<file path="config.mk">
export PLATFORM = sky130hd
export DESIGN_NAME = serial_add_sub
export DESIGN_NICKNAME = d
export VERILOG_FILES = /design/src/rtl/serial_add_sub_pkg.sv /design/src/rtl/serial_add_sub_full_adder_bit.sv /design/src/rtl/serial_add_sub.sv
export SDC_FILE = /design/constraint.sdc
export NUM_CORES = 1
export LEC_CHECK = 0
export ABC_AREA = 1
export ABC_CLOCK_PERIOD_IN_PS = 1500
export CORE_MARGIN = 8
export CORE_UTILIZATION = 48
export DETAILED_ROUTE_END_ITERATION = 12
export PLACE_DENSITY = 0.75
export REMOVE_ABC_BUFFERS = 1
export SYNTH_ARGS = -nofsm -noshare
export SYNTH_HDL_FRONTEND = slang
export SYNTH_SLANG_ARGS = --single-unit
export TNS_END_PERCENT = 100
</file>
<file path="constraint.sdc">
create_clock -name clk -period 1.5 [get_ports clk]
set_input_delay 0.45 -clock clk [delete_from_list [all_inputs] [get_ports clk]]
set_output_delay 0.45 -clock clk [all_outputs]
set_load 0.05 [all_outputs]
</file>
<file path="src/rtl/serial_add_sub_pkg.sv">
// -----------------------------------------------------------------------------
// serial_add_sub_pkg
// Shared definitions for the bit-serial adder/subtractor: FSM state encoding
// and the add/subtract select encoding.
// -----------------------------------------------------------------------------
package serial_add_sub_pkg;

    typedef enum logic [1:0] {
        ST_IDLE  = 2'd0,
        ST_SHIFT = 2'd1,
        ST_DONE  = 2'd2
    } state_t;

    localparam logic OP_ADD = 1'b0;
    localparam logic OP_SUB = 1'b1;

endpackage : serial_add_sub_pkg

</file>
<file path="src/rtl/serial_add_sub_full_adder_bit.sv">
// -----------------------------------------------------------------------------
// full_adder_bit
// Combinational 1-bit full adder whose B input can be inverted, so the same
// cell serves both addition and subtraction (A + ~B + carry).
//
// Ports:
//   a    in   operand A bit
//   b    in   operand B bit (before optional inversion)
//   inv  in   1 = use ~b
//   cin  in   carry in
//   s    out  sum bit
//   cout out  carry out
// -----------------------------------------------------------------------------
module full_adder_bit (
    input  logic a,
    input  logic b,
    input  logic inv,
    input  logic cin,
    output logic s,
    output logic cout
);

    logic b_eff;
    logic p;

    assign b_eff = b ^ inv;
    assign p     = a ^ b_eff;
    assign s     = p ^ cin;
    assign cout  = (a & b_eff) | (p & cin);

endmodule : full_adder_bit

</file>
<file path="src/rtl/serial_add_sub.sv">
// -----------------------------------------------------------------------------
// serial_add_sub
// Bit-serial adder/subtractor. Operands are captured on an accepted start,
// processed one bit per clock LSB first through a single full-adder cell,
// and the result is published together with a one-cycle done pulse.
//
// Ports:
//   clk       in   rising-edge clock
//   reset     in   synchronous active-high reset
//   start     in   request, sampled only while idle
//   A, B      in   WIDTH-bit operands, captured on accepted start
//   Cin       in   carry-in (add) / borrow-in (subtract), captured on start
//   select    in   0 = add, 1 = subtract, captured on start
//   busy      out  high while bits are being processed
//   done      out  one-cycle pulse, results valid in that cycle
//   Sum       out  WIDTH-bit result, held until the next completion
//   Cout      out  carry-out (add) / not-borrow (subtract)
//   Overflow  out  signed overflow of the WIDTH-bit result
// -----------------------------------------------------------------------------
module serial_add_sub
    import serial_add_sub_pkg::*;
#(
    parameter int WIDTH = 2
) (
    input  logic             clk,
    input  logic             reset,
    input  logic             start,
    input  logic [WIDTH-1:0] A,
    input  logic [WIDTH-1:0] B,
    input  logic             Cin,
    input  logic             select,
    output logic             busy,
    output logic             done,
    output logic [WIDTH-1:0] Sum,
    output logic             Cout,
    output logic             Overflow
);

    localparam int CNT_W = $clog2(WIDTH + 1);

    state_t             state_q,   state_d;
    logic [WIDTH-1:0]   a_q,       a_d;
    logic [WIDTH-1:0]   b_q,       b_d;
    logic               sel_q,     sel_d;
    logic               carry_q,   carry_d;
    logic [CNT_W-1:0]   cnt_q,     cnt_d;
    logic [WIDTH-1:0]   acc_q,     acc_d;      // result being assembled
    logic               ovf_acc_q, ovf_acc_d;  // overflow captured at the MSB
    logic               done_q,    done_d;
    logic [WIDTH-1:0]   sum_q,     sum_d;
    logic               cout_q,    cout_d;
    logic               ovf_q,     ovf_d;

    logic fa_s;
    logic fa_cout;
    logic last_bit;

    // Operand registers shift right, so the bit under work is always bit 0.
    full_adder_bit u_fa (
        .a    (a_q[0]),
        .b    (b_q[0]),
        .inv  (sel_q),
        .cin  (carry_q),
        .s    (fa_s),
        .cout (fa_cout)
    );

    assign last_bit = (cnt_q == CNT_W'(WIDTH - 1));

    // NOTE: every signal driven here gets a default first so that no path
    // leaves it unassigned, which would otherwise infer a latch.
    always_comb begin
        state_d   = state_q;
        a_d       = a_q;
        b_d       = b_q;
        sel_d     = sel_q;
        carry_d   = carry_q;
        cnt_d     = cnt_q;
        acc_d     = acc_q;
        ovf_acc_d = ovf_acc_q;
        done_d    = 1'b0;
        sum_d     = sum_q;
        cout_d    = cout_q;
        ovf_d     = ovf_q;

        unique case (state_q)
            ST_IDLE: begin
                if (start) begin
                    a_d     = A;
                    b_d     = B;
                    sel_d   = select;
                    // Subtraction is A + ~B + ~Cin, so the borrow-in is inverted.
                    carry_d = Cin ^ (select == OP_SUB);
                    cnt_d   = '0;
                    state_d = ST_SHIFT;
                end
            end

            ST_SHIFT: begin
                // New sum bit enters at the MSB; after WIDTH shifts bit 0 is in place.
                acc_d   = (acc_q >> 1) | (WIDTH'(fa_s) << (WIDTH - 1));
                carry_d = fa_cout;
                a_d     = a_q >> 1;
                b_d     = b_q >> 1;
                cnt_d   = cnt_q + CNT_W'(1);
                if (last_bit) begin
                    // carry_q is the carry into the MSB here.
                    ovf_acc_d = carry_q ^ fa_cout;
                    state_d   = ST_DONE;
                end
            end

            ST_DONE: begin
                sum_d   = acc_q;
                cout_d  = carry_q;
                ovf_d   = ovf_acc_q;
                done_d  = 1'b1;
                state_d = ST_IDLE;
            end

            default: state_d = ST_IDLE;
        endcase
    end

    // NOTE: state registers use non-blocking assignments so every flop samples
    // the pre-edge value of the others, regardless of statement order.
    always_ff @(posedge clk) begin
        if (reset) begin
            state_q   <= ST_IDLE;
            a_q       <= '0;
            b_q       <= '0;
            sel_q     <= 1'b0;
            carry_q   <= 1'b0;
            cnt_q     <= '0;
            acc_q     <= '0;
            ovf_acc_q <= 1'b0;
            done_q    <= 1'b0;
            sum_q     <= '0;
            cout_q    <= 1'b0;
            ovf_q     <= 1'b0;
        end else begin
            state_q   <= state_d;
            a_q       <= a_d;
            b_q       <= b_d;
            sel_q     <= sel_d;
            carry_q   <= carry_d;
            cnt_q     <= cnt_d;
            acc_q     <= acc_d;
            ovf_acc_q <= ovf_acc_d;
            done_q    <= done_d;
            sum_q     <= sum_d;
            cout_q    <= cout_d;
            ovf_q     <= ovf_d;
        end
    end

    assign busy     = (state_q == ST_SHIFT);
    assign done     = done_q;
    assign Sum      = sum_q;
    assign Cout     = cout_q;
    assign Overflow = ovf_q;

endmodule : serial_add_sub

</file>
==> results.yml, run 1 <==
grt:
  grt_pass1_vias: 667
  grt_pass1_wl_um: 2790
  antenna_found_initial: 0
  grt_max_degree: 11
  gr-usage-met2_pct: 18.6
  met3_usage_pct: 4.34
  grt_usage_pct: 10.8
  grt.overflow.total: 0
  use_met1_pct: 11.3
  grt-busiest-layer: "met2"
floorplan:
  die_y_um: 55.8
  rows: 14
  coreArea_um2: 1490
  initial_core_util_pct: 51.0
  dieArea_um2: 3110
  die_w_um: 55.8
  ios: 15
cts:
  cts.clk_slew.worst_paths_ns: 0.10
  cts_root_buf: "clkbuf_4"
  clock_latency_ns: 0.29
  htreeDepth: 1
  cts_buffers: 3
  ctsHoldBuffers: 0
  cts_tree: "done"
  cts.sinks: 18
  clockBufferDepth: 2
timing:
  rsz0062_at_grt: "false"
  tightest_slew_ns: 0.256
  skew_ns: 0.00232
  whs_ns: 0.481
  max_freq_mhz: 685
  finalMaxSlewViolations: 0
  fin_tns_setup_ns: 0
  worst_slack_ns: 0.0393
  slew_headroom_pct: 82.9
  period_share_pct: 97.4
  final_hold_viol_count: 0
  setup_viol: 0
  fin_crit_ns: 1.46
place:
  dp_hpwl_um: 1310
  port_buffers: 14
  place.gp.congestion: 0.837
  pre_cts_slack_ns: -0.0192
run_status:
  status: "completed"
detailed_routing:
  drt_wl_total_um: 1750
  routed_via_density: 5.14
  routedWlPerCell_um: 12.1
  vias: 745
  antenna_left: 0
  drt-initial-drc-count: 23
  drc_errors: 0
  drt_first_pass_iters: 6
final_layout:
  filler_cell_count: 120
  diodes: 0
  final_core_util_pct: 72.2
  syn_to_final_growth_pct: 41.5
  nNetsFinal: 141
  drive_gt1_share_pct: 19.4
synthesis:
  yosys.area_share.simple_pct: 28.7
  synth_adder_area_share_pct: 4.28
  synth-seq-cells: 18
  synth_top_family_by_area: "simple AND/OR/NAND/NOR gates"
  syn_avg_cell_area_um2: 7.30
  synth_cell_types: 16
  synth_xor_xnor_area_share_pct: 1.15
  synth.area.mux_share_pct: 0
  syn_area_um2: 759
  synth_largest_area_cell: "dfxtp_1"
  synth_cells: 104
  ys_seq_area_share_pct: 47.4
  synth_top_area_share_pct: 47.4
  synthTopCellsByArea: "dfxtp_1, nor2_1, nand2_1, o21ai_0, inv_1"
  yosysWarnings: 0
  synth_compound_gate_area_share_pct: 10.5
critical_path:
  crit_type: "reg -> out"
  critPathMaxFanout: 6
  r2r_cells: 6
  r2r_start: "carry_q"
  cp.required_ns: 1.05
  end_kind: "primary output"
  arrival_ns: 1.01
  cp-startpoint: "state_q[1]"
  start_kind: "flop"
power:
  vdd_ir_drop_max_mv: 0.642
  p_per_area_nw_per_um2: 963
  leakage_nw: 0.490
  totalPowerFinal_mw: 1.04
worst_hold_path:
  hold_path.class: "reg -> reg"
  worstHoldPathCells: 1
  min_from: "cnt_q[0]"
run:
  drv_cap: 0
[power by group]
part	switching (mW)	internal [mW]	total, mW
sequential	0.0210	0.507	0.528
combinational	0.112	0.0966	0.209
clock	0.151	0.148	0.299
total	0.284	0.752	1.04
[final cells by class]
cell class / count / area, um^2 / share of cell area [%]
Sequential cell: 18 / 362 / 33.6
Multi-Input combinational cell: 71 / 339 / 31.5
Timing Repair Buffer: 22 / 260 / 24.2
Inverter: 14 / 57.6 / 5.36
Clock buffer: 4 / 36.3 / 3.38
Tap cell: 16 / 20.0 / 1.86
[per-layer routing]
| metal | part of all wire (%) | wire length [um] | vias up |
|---|---|---|---|
| met5 | 0 | 0 | - |
| met4 | 1.5 | 26 | 0 |
| met2 | 52 | 904 | 17 |
| met3 | 4.8 | 84 | 5 |
| met1 | 42 | 737 | 345 |
| li1 | - | - | 378 |
[per-stage QoR]
stage	area, um^2	cells
final	1070	145
after global routing	1070	145
after CTS	1050	142
after detailed placement	1000	137
after global placement	1000	137
after floorplan	754	103
[kinds of logic after synthesis]
family | after synthesis
compound gates | 16
flops | 18
simple gates | 52
buf+inv | 15
fa+ha+maj | 2
xor+xnor | 1
[critical path, cell delays in order (launching register included)]
cell     delay, ns
dfxtp_1       0.35
inv_2         0.07
nand2_4       0.12
inv_6         0.04
buf_12        0.14
[cells in the final DEF (no fill, tap or decap)]
master,Yosys,final
xnor2_1,1,1
inv_6,0,1
o21ai_0,9,9
fa_1,1,1
ha_1,1,1
inv_1,12,12
clkbuf_4,0,3
buf_4,0,8
nor2_2,2,2
clkdlybuf4s50_1,0,8
inv_2,1,1
a21oi_1,7,7
dfxtp_1,18,17
nand2_2,1,1
nand2_1,17,17
clkbuf_8,0,1
nand2_4,1,1
nand3_1,6,6
nor2_1,25,25
buf_12,0,6
dfxtp_2,0,1
[Yosys cell counts (all sizes together)]
master and number:
nor2 27, nand2 19, dfxtp 18, inv 14, o21ai 9, a21oi 7, nand3 6, buf 1
fa 1, ha 1, xnor2 1
[final timing paths]
check | slack, ns | endpoint
setup / recovery | 0.04 | busy
hold / removal | 0.48 | cnt_q[0]
hold reg to reg | 0.48 | cnt_q[0]
setup reg to reg | 0.17 | ovf_acc_q
[registers in the layout (all words and copies together) (netlist names)]
register   flops
acc_q          2
b_q            2
Cout           1
state_q        2
sel_q          1
a_q            2
carry_q        1
Sum            2
Overflow       1
cnt_q          2
done           1
ovf_acc_q      1
[what timing repair did]
action | CTS | global route
hold endpoints to repair | 0 | 0
endpoints found under the setup margin | 1 | 1
pin swaps | 0 | 1
buffers inserted | 1 | 3
gates resized for setup | 2 | 0
Note: power is estimated with default switching activity, not from simulation.
==> inputs of run 2 (changes only) <==
--- a/config.mk
+++ b/config.mk
@@ -9,7 +9,9 @@
 export ABC_CLOCK_PERIOD_IN_PS = 1500
 export CORE_MARGIN = 8
 export CORE_UTILIZATION = 48
+export CTS_CLUSTER_SIZE = 8
 export DETAILED_ROUTE_END_ITERATION = 12
+export MAX_ROUTING_LAYER = met4
 export PLACE_DENSITY = 0.75
 export REMOVE_ABC_BUFFERS = 1
 export SYNTH_ARGS = -nofsm -noshare
==> run 2 against run 1 <==
Fmax unchanged; global-route usage up 0.28 points; core utilization unchanged; clock skew about the same; cell count unchanged; first-iteration DRC count unchanged; register-to-register slack about the same; clock power about the same; critical path depth unchanged; die area unchanged.
==> results.yml, run 2 (synthesized netlist as in run 1, its figures left out) <==
floorplan:
  die_w_um: 55.8
  dieArea_um2: 3110
  initial_core_util_pct: 51.0
  ios: 15
  coreArea_um2: 1490
  die_y_um: 55.8
  rows: 14
cts:
  clock_latency_ns: 0.29
  cts_buffers: 3
  cts.clk_slew.worst_paths_ns: 0.10
  ctsHoldBuffers: 0
  clockBufferDepth: 2
  cts_tree: "done"
  cts.sinks: 18
  htreeDepth: 1
  cts_root_buf: "clkbuf_4"
power:
  leakage_nw: 0.490
  totalPowerFinal_mw: 1.04
  vdd_ir_drop_max_mv: 0.642
  p_per_area_nw_per_um2: 963
grt:
  antenna_found_initial: 0
  grt_pass1_vias: 667
  grt_max_degree: 11
  grt_pass1_wl_um: 2790
  grt_usage_pct: 11.1
  grt.overflow.total: 0
final_layout:
  diodes: 0
  syn_to_final_growth_pct: 41.5
  layout_commonest_cell: "nor2_1"
  nNetsFinal: 141
  layout_common_cells: "nor2_1, dfxtp_1, nand2_1"
  drive_gt1_share_pct: 19.4
  finalNonFillerCells: 145
timing:
  slew_headroom_pct: 82.9
  max_freq_mhz: 685
  rsz0062_at_grt: "false"
  finalMaxSlewViolations: 0
  fin_tns_setup_ns: 0
  tightest_slew_ns: 0.256
  final_hold_viol_count: 0
  setup_viol: 0
  fin_crit_ns: 1.46
  period_share_pct: 97.4
  skew_ns: 0.00232
critical_path:
  slowest_delay_ns: 0.35
  cp.required_ns: 1.05
  r2r_cells: 6
  arrival_ns: 1.01
  crit_family: "flip-flops"
  timing.critical_path.buf_inv: 3
  r2r-end: "ovf_acc_q"
  cp_slowest_cell: "dfxtp_1"
  cp-endpoint: "busy"
  end_kind: "primary output"
  cp_num_cells: 4
  cp-startpoint: "state_q[1]"
  path_cells: "inv_2 -> nand2_4 -> inv_6 -> buf_12"
  reg2reg_slack_ns: 0.17
  crit_type: "reg -> out"
  critPathMaxFanout: 6
  start_kind: "flop"
  r2r_start: "carry_q"
run_status:
  status: "completed"
detailed_routing:
  routedWlPerCell_um: 12.1
  drt_first_pass_iters: 6
  highest_layer: "met4"
  wl_met3_um: 77
  drt-initial-drc-count: 23
  wl_met2_um: 904
  drc_errors: 0
  antenna_left: 0
  vias: 745
  drt_wl_total_um: 1750
  wl_met1_um: 745
  routed_via_density: 5.14
place:
  dp_hpwl_um: 1310
  place.gp.congestion: 0.850
  port_buffers: 14
  dpl.cell_count: 137
worst_hold_path:
  hold_path.class: "reg -> reg"
run:
  drv_cap: 0
==> run 2: cell counts in the layout (fill, tap and decap cells not counted) <==
Identical to the previous run, type by type.
==> run 2: metrics by stage <==
stage                     instance area (um^2)  hold WS [ns]  utilization, %  setup slack [ns]
final                                     1070         0.481            72.2            0.0393
after global routing                      1070         0.526            72.2           0.00552
after CTS                                 1050         0.471            70.7            0.0107
after detailed placement                  1000         0.455            67.5           -0.0192
after global placement                    1000         0.451            67.5           0.00183
after floorplan                            754         0.429               -             0.269
==> run 2: worst min-delay path by stage <==
stage / start / endpoint / slack [ns] / cells past startpoint
4_1_cts: cnt_q[0] / cnt_q[0] / 0.47 / 1
3_5_place_dp: cnt_q[0] / cnt_q[0] / 0.46 / 1
2_1_floorplan: cnt_q[0] / cnt_q[0] / 0.43 / 1
5_1_grt: b_q[1] / b_q[1] / 0.53 / 2
6_report: cnt_q[0] / cnt_q[0] / 0.48 / 1
3_3_place_gp: cnt_q[0] / cnt_q[0] / 0.45 / 1
==> run 2: per-layer routing <==
layer	GRT usage [%]	up-vias
met3	4.11	5
li1	-	378
met2	18.6	17
met5	-	-
met4	4.23	0
met1	11.5	345
==> run 2: area by class of cell <==
cell class                      count  area (um^2)
Timing Repair Buffer               22          260
Tap cell                           16         20.0
Sequential cell                    18          362
Inverter                           14         57.6
Multi-Input combinational cell     71          339
Fill cell                         120          414
Clock buffer                        4         36.3
==> run 2: repair_timing <==
action / CTS / global route
pin swaps: 0 / 1
gates resized for setup: 2 / 0
setup endpoints to repair: 1 / 1
setup buffers: 1 / 3
cloned: 0 / 0
==> run 2: power by group <==
group	internal, mW	switching [mW]
clock network	0.148	0.151
logic	0.0966	0.112
registers	0.507	0.0210
==> patch 1 (config.mk and constraints of run 2) <==
Encoding of `state_t`: now one-hot (3 bits for 3 states).
--- a/src/rtl/serial_add_sub_pkg.sv
+++ b/src/rtl/serial_add_sub_pkg.sv
@@ -5,10 +5,10 @@
 // -----------------------------------------------------------------------------
 package serial_add_sub_pkg;
 
-    typedef enum logic [1:0] {
-        ST_IDLE  = 2'd0,
-        ST_SHIFT = 2'd1,
-        ST_DONE  = 2'd2
+    typedef enum logic [2:0] {
+        ST_IDLE  = 3'b001,
+        ST_SHIFT = 3'b010,
+        ST_DONE  = 3'b100
     } state_t;
 
     localparam logic OP_ADD = 1'b0;
Check against the original RTL: same outputs for any inputs over 10 cycles, from zero or initial values and one cycle with reset high; not proved beyond that.
==> patch 1 against run 2 <==
  * Setup slack lost 19 ps
  * Routed wire length shrank 7.0%
  * Sequential cell count grew 1
  * Count of clock-buffer cells in the layout is the same
  * Sequential share of layout area grew 2.4 points
  * Area after synthesis grew 5.6%
  * Power shrank 9.3%
  * Core utilization shrank 2.8 points
  * Final area shrank 0.47%
==> patch 1: results (changes against run 2) <==
status completed; Pint 0.693 mW (-7.8%); Worst Max-Slew Pin Slew 360 ps (+103 ps); Filler Cells Inserted 127 (+5.8%); Comb power frac 13.9% (-6.3 points); largest net degree at the start of global routing 15 (+4); first-pass GRT wire length 2.85 mm (+2.2%); post-synthesis compound-gate area fraction 12.2% (+1.6 points); P_leak 0.466 nW (-4.9%); adder-cell share of the synthesized area 4.06% (-0.23 points); WHS 463 ps (-18.2 ps); HP Start acc_q[0]; final worst path period share 98.6% (+1.2 points); worst vdd ir 571 uV (-11%); vias 683 (-8.3%); Yosys cell types 22 (+6); post-synthesis area per instance 7.79 um2 (+6.6%); CP max-delay cell dfxtp_2; gp weighted congestion 0.760 (-11%); DP Worst Slack -118 ps (-98.6 ps); top cells by area, synth dfxtp_1 47%, nor2_1 8.4%, a21oi_1 6.2%; Final Net Count 134 (-5.0%); Clock Skews 4.90 ps (+2.57 ps); Finished Layout Cells 138 (-4.8%); vias in the first global route 668 (+0.15%)
==> patch 1: cell types whose count changed in the layout (fill, tap and decap cells not counted), sizes merged, moves of 2 or more <==
| cell | before | now |
|---|---|---|
| nand2 | 19 | 14 |
| buf | 14 | 10 |
| a21oi | 7 | 10 |
| nor2 | 27 | 18 |
| nand3 | 6 | 8 |
==> patch 1: what timing repair did <==
| action | 4_1_cts | 5_1_grt |
|---|---|---|
| gates resized for setup | 2 | 4 |
| setup buffers | 1 | 0 |
| hold buffers | 0 | 0 |
| setup endpoints to repair | 1 | 3 |
==> patch 1: final timing paths <==
check            end  cells past startpoint
max             busy                      4
min           Sum[0]                      2
min reg2reg   Sum[0]                      2
max reg2reg  carry_q                      7
==> patch 1: cell type report <==
| cell class | count | area [um2] | area share [%] |
|---|---|---|---|
| clock buffer | 4 | 26.3 | 2.46 |
| inverter | 14 | 55.1 | 5.15 |
| multi-input combinational | 67 | 353 | 33.0 |
| sequential | 19 | 385 | 36.0 |
| tap | 16 | 20.0 | 1.87 |
| timing repair buffer | 18 | 230 | 21.5 |
==> patch 1: per-stage QoR <==
step	TNS (ps)	total power, mW	cell area, um2
detailed placement	-337	0.677	1020
finish	0	0.939	1070
global route	-26.7	0.981	1070
floorplan	0	0.624	778
CTS	0	0.935	1060
global placement	-50.4	0.673	1020
==> patch 1: worst reg2reg max path, delay by kind of cell, from the launching register on <==
family	cells	cell delay, ps
buf+inv	2	140
fa+ha+maj	1	450
flops	1	360
compound gates	1	110
simple gates	3	170
==> patch 1: routing by layer <==
layer	share of wire, %	global-route usage, %	vias up
met5	0	-	-
met4	1.8	5.03	0
met3	5.0	4.49	5
met2	46	17.7	16
met1	47	11.8	298
li1	-	-	364
==> patch 2 (flow settings as in run 2) <==
Without the edit above. The parameter `WIDTH` goes from 2 to 1.
--- a/src/rtl/serial_add_sub.sv
+++ b/src/rtl/serial_add_sub.sv
@@ -20,7 +20,7 @@
 module serial_add_sub
     import serial_add_sub_pkg::*;
 #(
-    parameter int WIDTH = 2
+    parameter int WIDTH = 1
 ) (
     input  logic             clk,
     input  logic             reset,
Interface: changed (resized A, B and Sum); port bits go from 15 to 12. No check against the original RTL was run, so the function may have changed too.
==> patch 2 against run 2 <==
  * Sequential share of layout area rose by 1.2 points
  * Power down 28%
  * Final area fell by 30%
  * Setup slack improved by 21 ps
  * Clock power down 30%
  * Register-to-register slack better by 40 ps
  * Sequential cell count is 5 lower
  * Area after synthesis decreased by 29%
  * Clock skew grew 6.0 ps
  * Routed wire length shrank 34%
==> patch 2: results (changes against run 2) <==
# Post-CTS Setup Buffers 0 (-1); Post-DP HPWL 889 um (-32%); ys async rst share 0% (unchanged); H-tree Lvls 1 (unchanged); first-pass GRT wire length 1.89 mm (-32%); normalized max-slew margin 78.4% (-4.4 points); gp weighted congestion 0.815 (-4.1%); Port Buffers 11 (-3); Root Buffer clkbuf_4; Synth Flop Type dfxtp_1; share of layout cells above drive strength 1 18.4% (-0.99 points); Seq/Total Area, Yosys 47.9% (+0.48 points); worst vdd ir 700 uV (+9.0%); Final Net Count 96 (-32%); largest net degree at the start of global routing 13 (+2); Yosys cell types 15 (-1); worst-path maximum fanout 5 (-1); clock-pin slew on the worst setup and hold paths 80 ps (-20 ps); clock insertion delay at the later pin of the skew report 270 ps (-20 ps); vias in the first global route 456 (-32%); status completed; vias 482 (-35%); P_leak 0.338 nW (-31%); routed length per instance 11.4 um (-5.4%); reg-to-reg slack, setup 210 ps (+40 ps); WHS Endpoint a_q; WHS 489 ps (+7.59 ps); Total GRT Usage 10.3% (-0.80 points); Hold Crit Depth 2 (+1); Clock Skews 8.28 ps (+5.96 ps); Reg-to-Reg Start sel_q; commonest cells in the netlist 13 x dfxtp_1, 13 x nand2_1, 10 x inv_1, 10 x nor2_1, 8 x o21ai_0; drt first-iter violations 8 (-65%); 1st-pass router iterations 4 (-2); HP Start a_q
patch 2: logic make-up after synthesis:
logic type / count (synthesis) / synth area share [%]
compound gates: 13 / 13.1
xor+xnor: 1 / 1.61
fa+ha+maj: 1 / 3.69
buf+inv: 13 / 9.68
flops: 13 / 47.9
simple gates: 31 / 24.0
patch 2: through the flow:
step                instances  worst slack, ps  utilization [%]  area, um2
floorplan                  71              304                -        536
CTS                       101             50.4             69.2        748
global placement           97             20.9             66.7        721
finish                    101             60.1             69.4        751
detailed placement         97            -24.3             66.7        721
global route              101             13.0             69.4        751
patch 2: final cells by class:
type | count | area share, %
tap | 14 | 2.33
inverter | 12 | 6.33
timing repair buffer | 12 | 22.3
multi-input combinational | 46 | 30.7
sequential | 13 | 34.8
clock buffer | 4 | 3.50
patch 2: worst max path at each step:
stage	to	from	slack, ps
after floorplan	ovf_acc_q	sel_q	300
after global placement	carry_q	start	20
after detailed placement	cnt_q	reset	-20
after CTS	busy	state_q[1]	50
after global routing	busy	state_q[1]	10
final	busy	state_q[0]	60
patch 2: timing repair:
action                                  CTS  global route
resized for setup                         1             1
hold buffers                              0             0
endpoints found under the setup margin    1             1
cloned                                    0             0
patch 2: power by group:
part           switching [mW]  internal [mW]  total, mW
Combinational          0.0831         0.0683      0.151
Sequential             0.0174          0.368      0.385
Clock                   0.105          0.103      0.208
patch 2: routing by layer:
layer  GRT usage [%]  share of wire [%]
met5               -                  0
met1            10.2                 44
met4            5.45                1.2
met3            5.99                6.8
met2            15.5                 48
patch 2: worst max-delay path, stage by stage (launching register included):
cell and delay (ps):
dfxtp_2 370, nand2_2 120, inv_4 100, buf_12 130
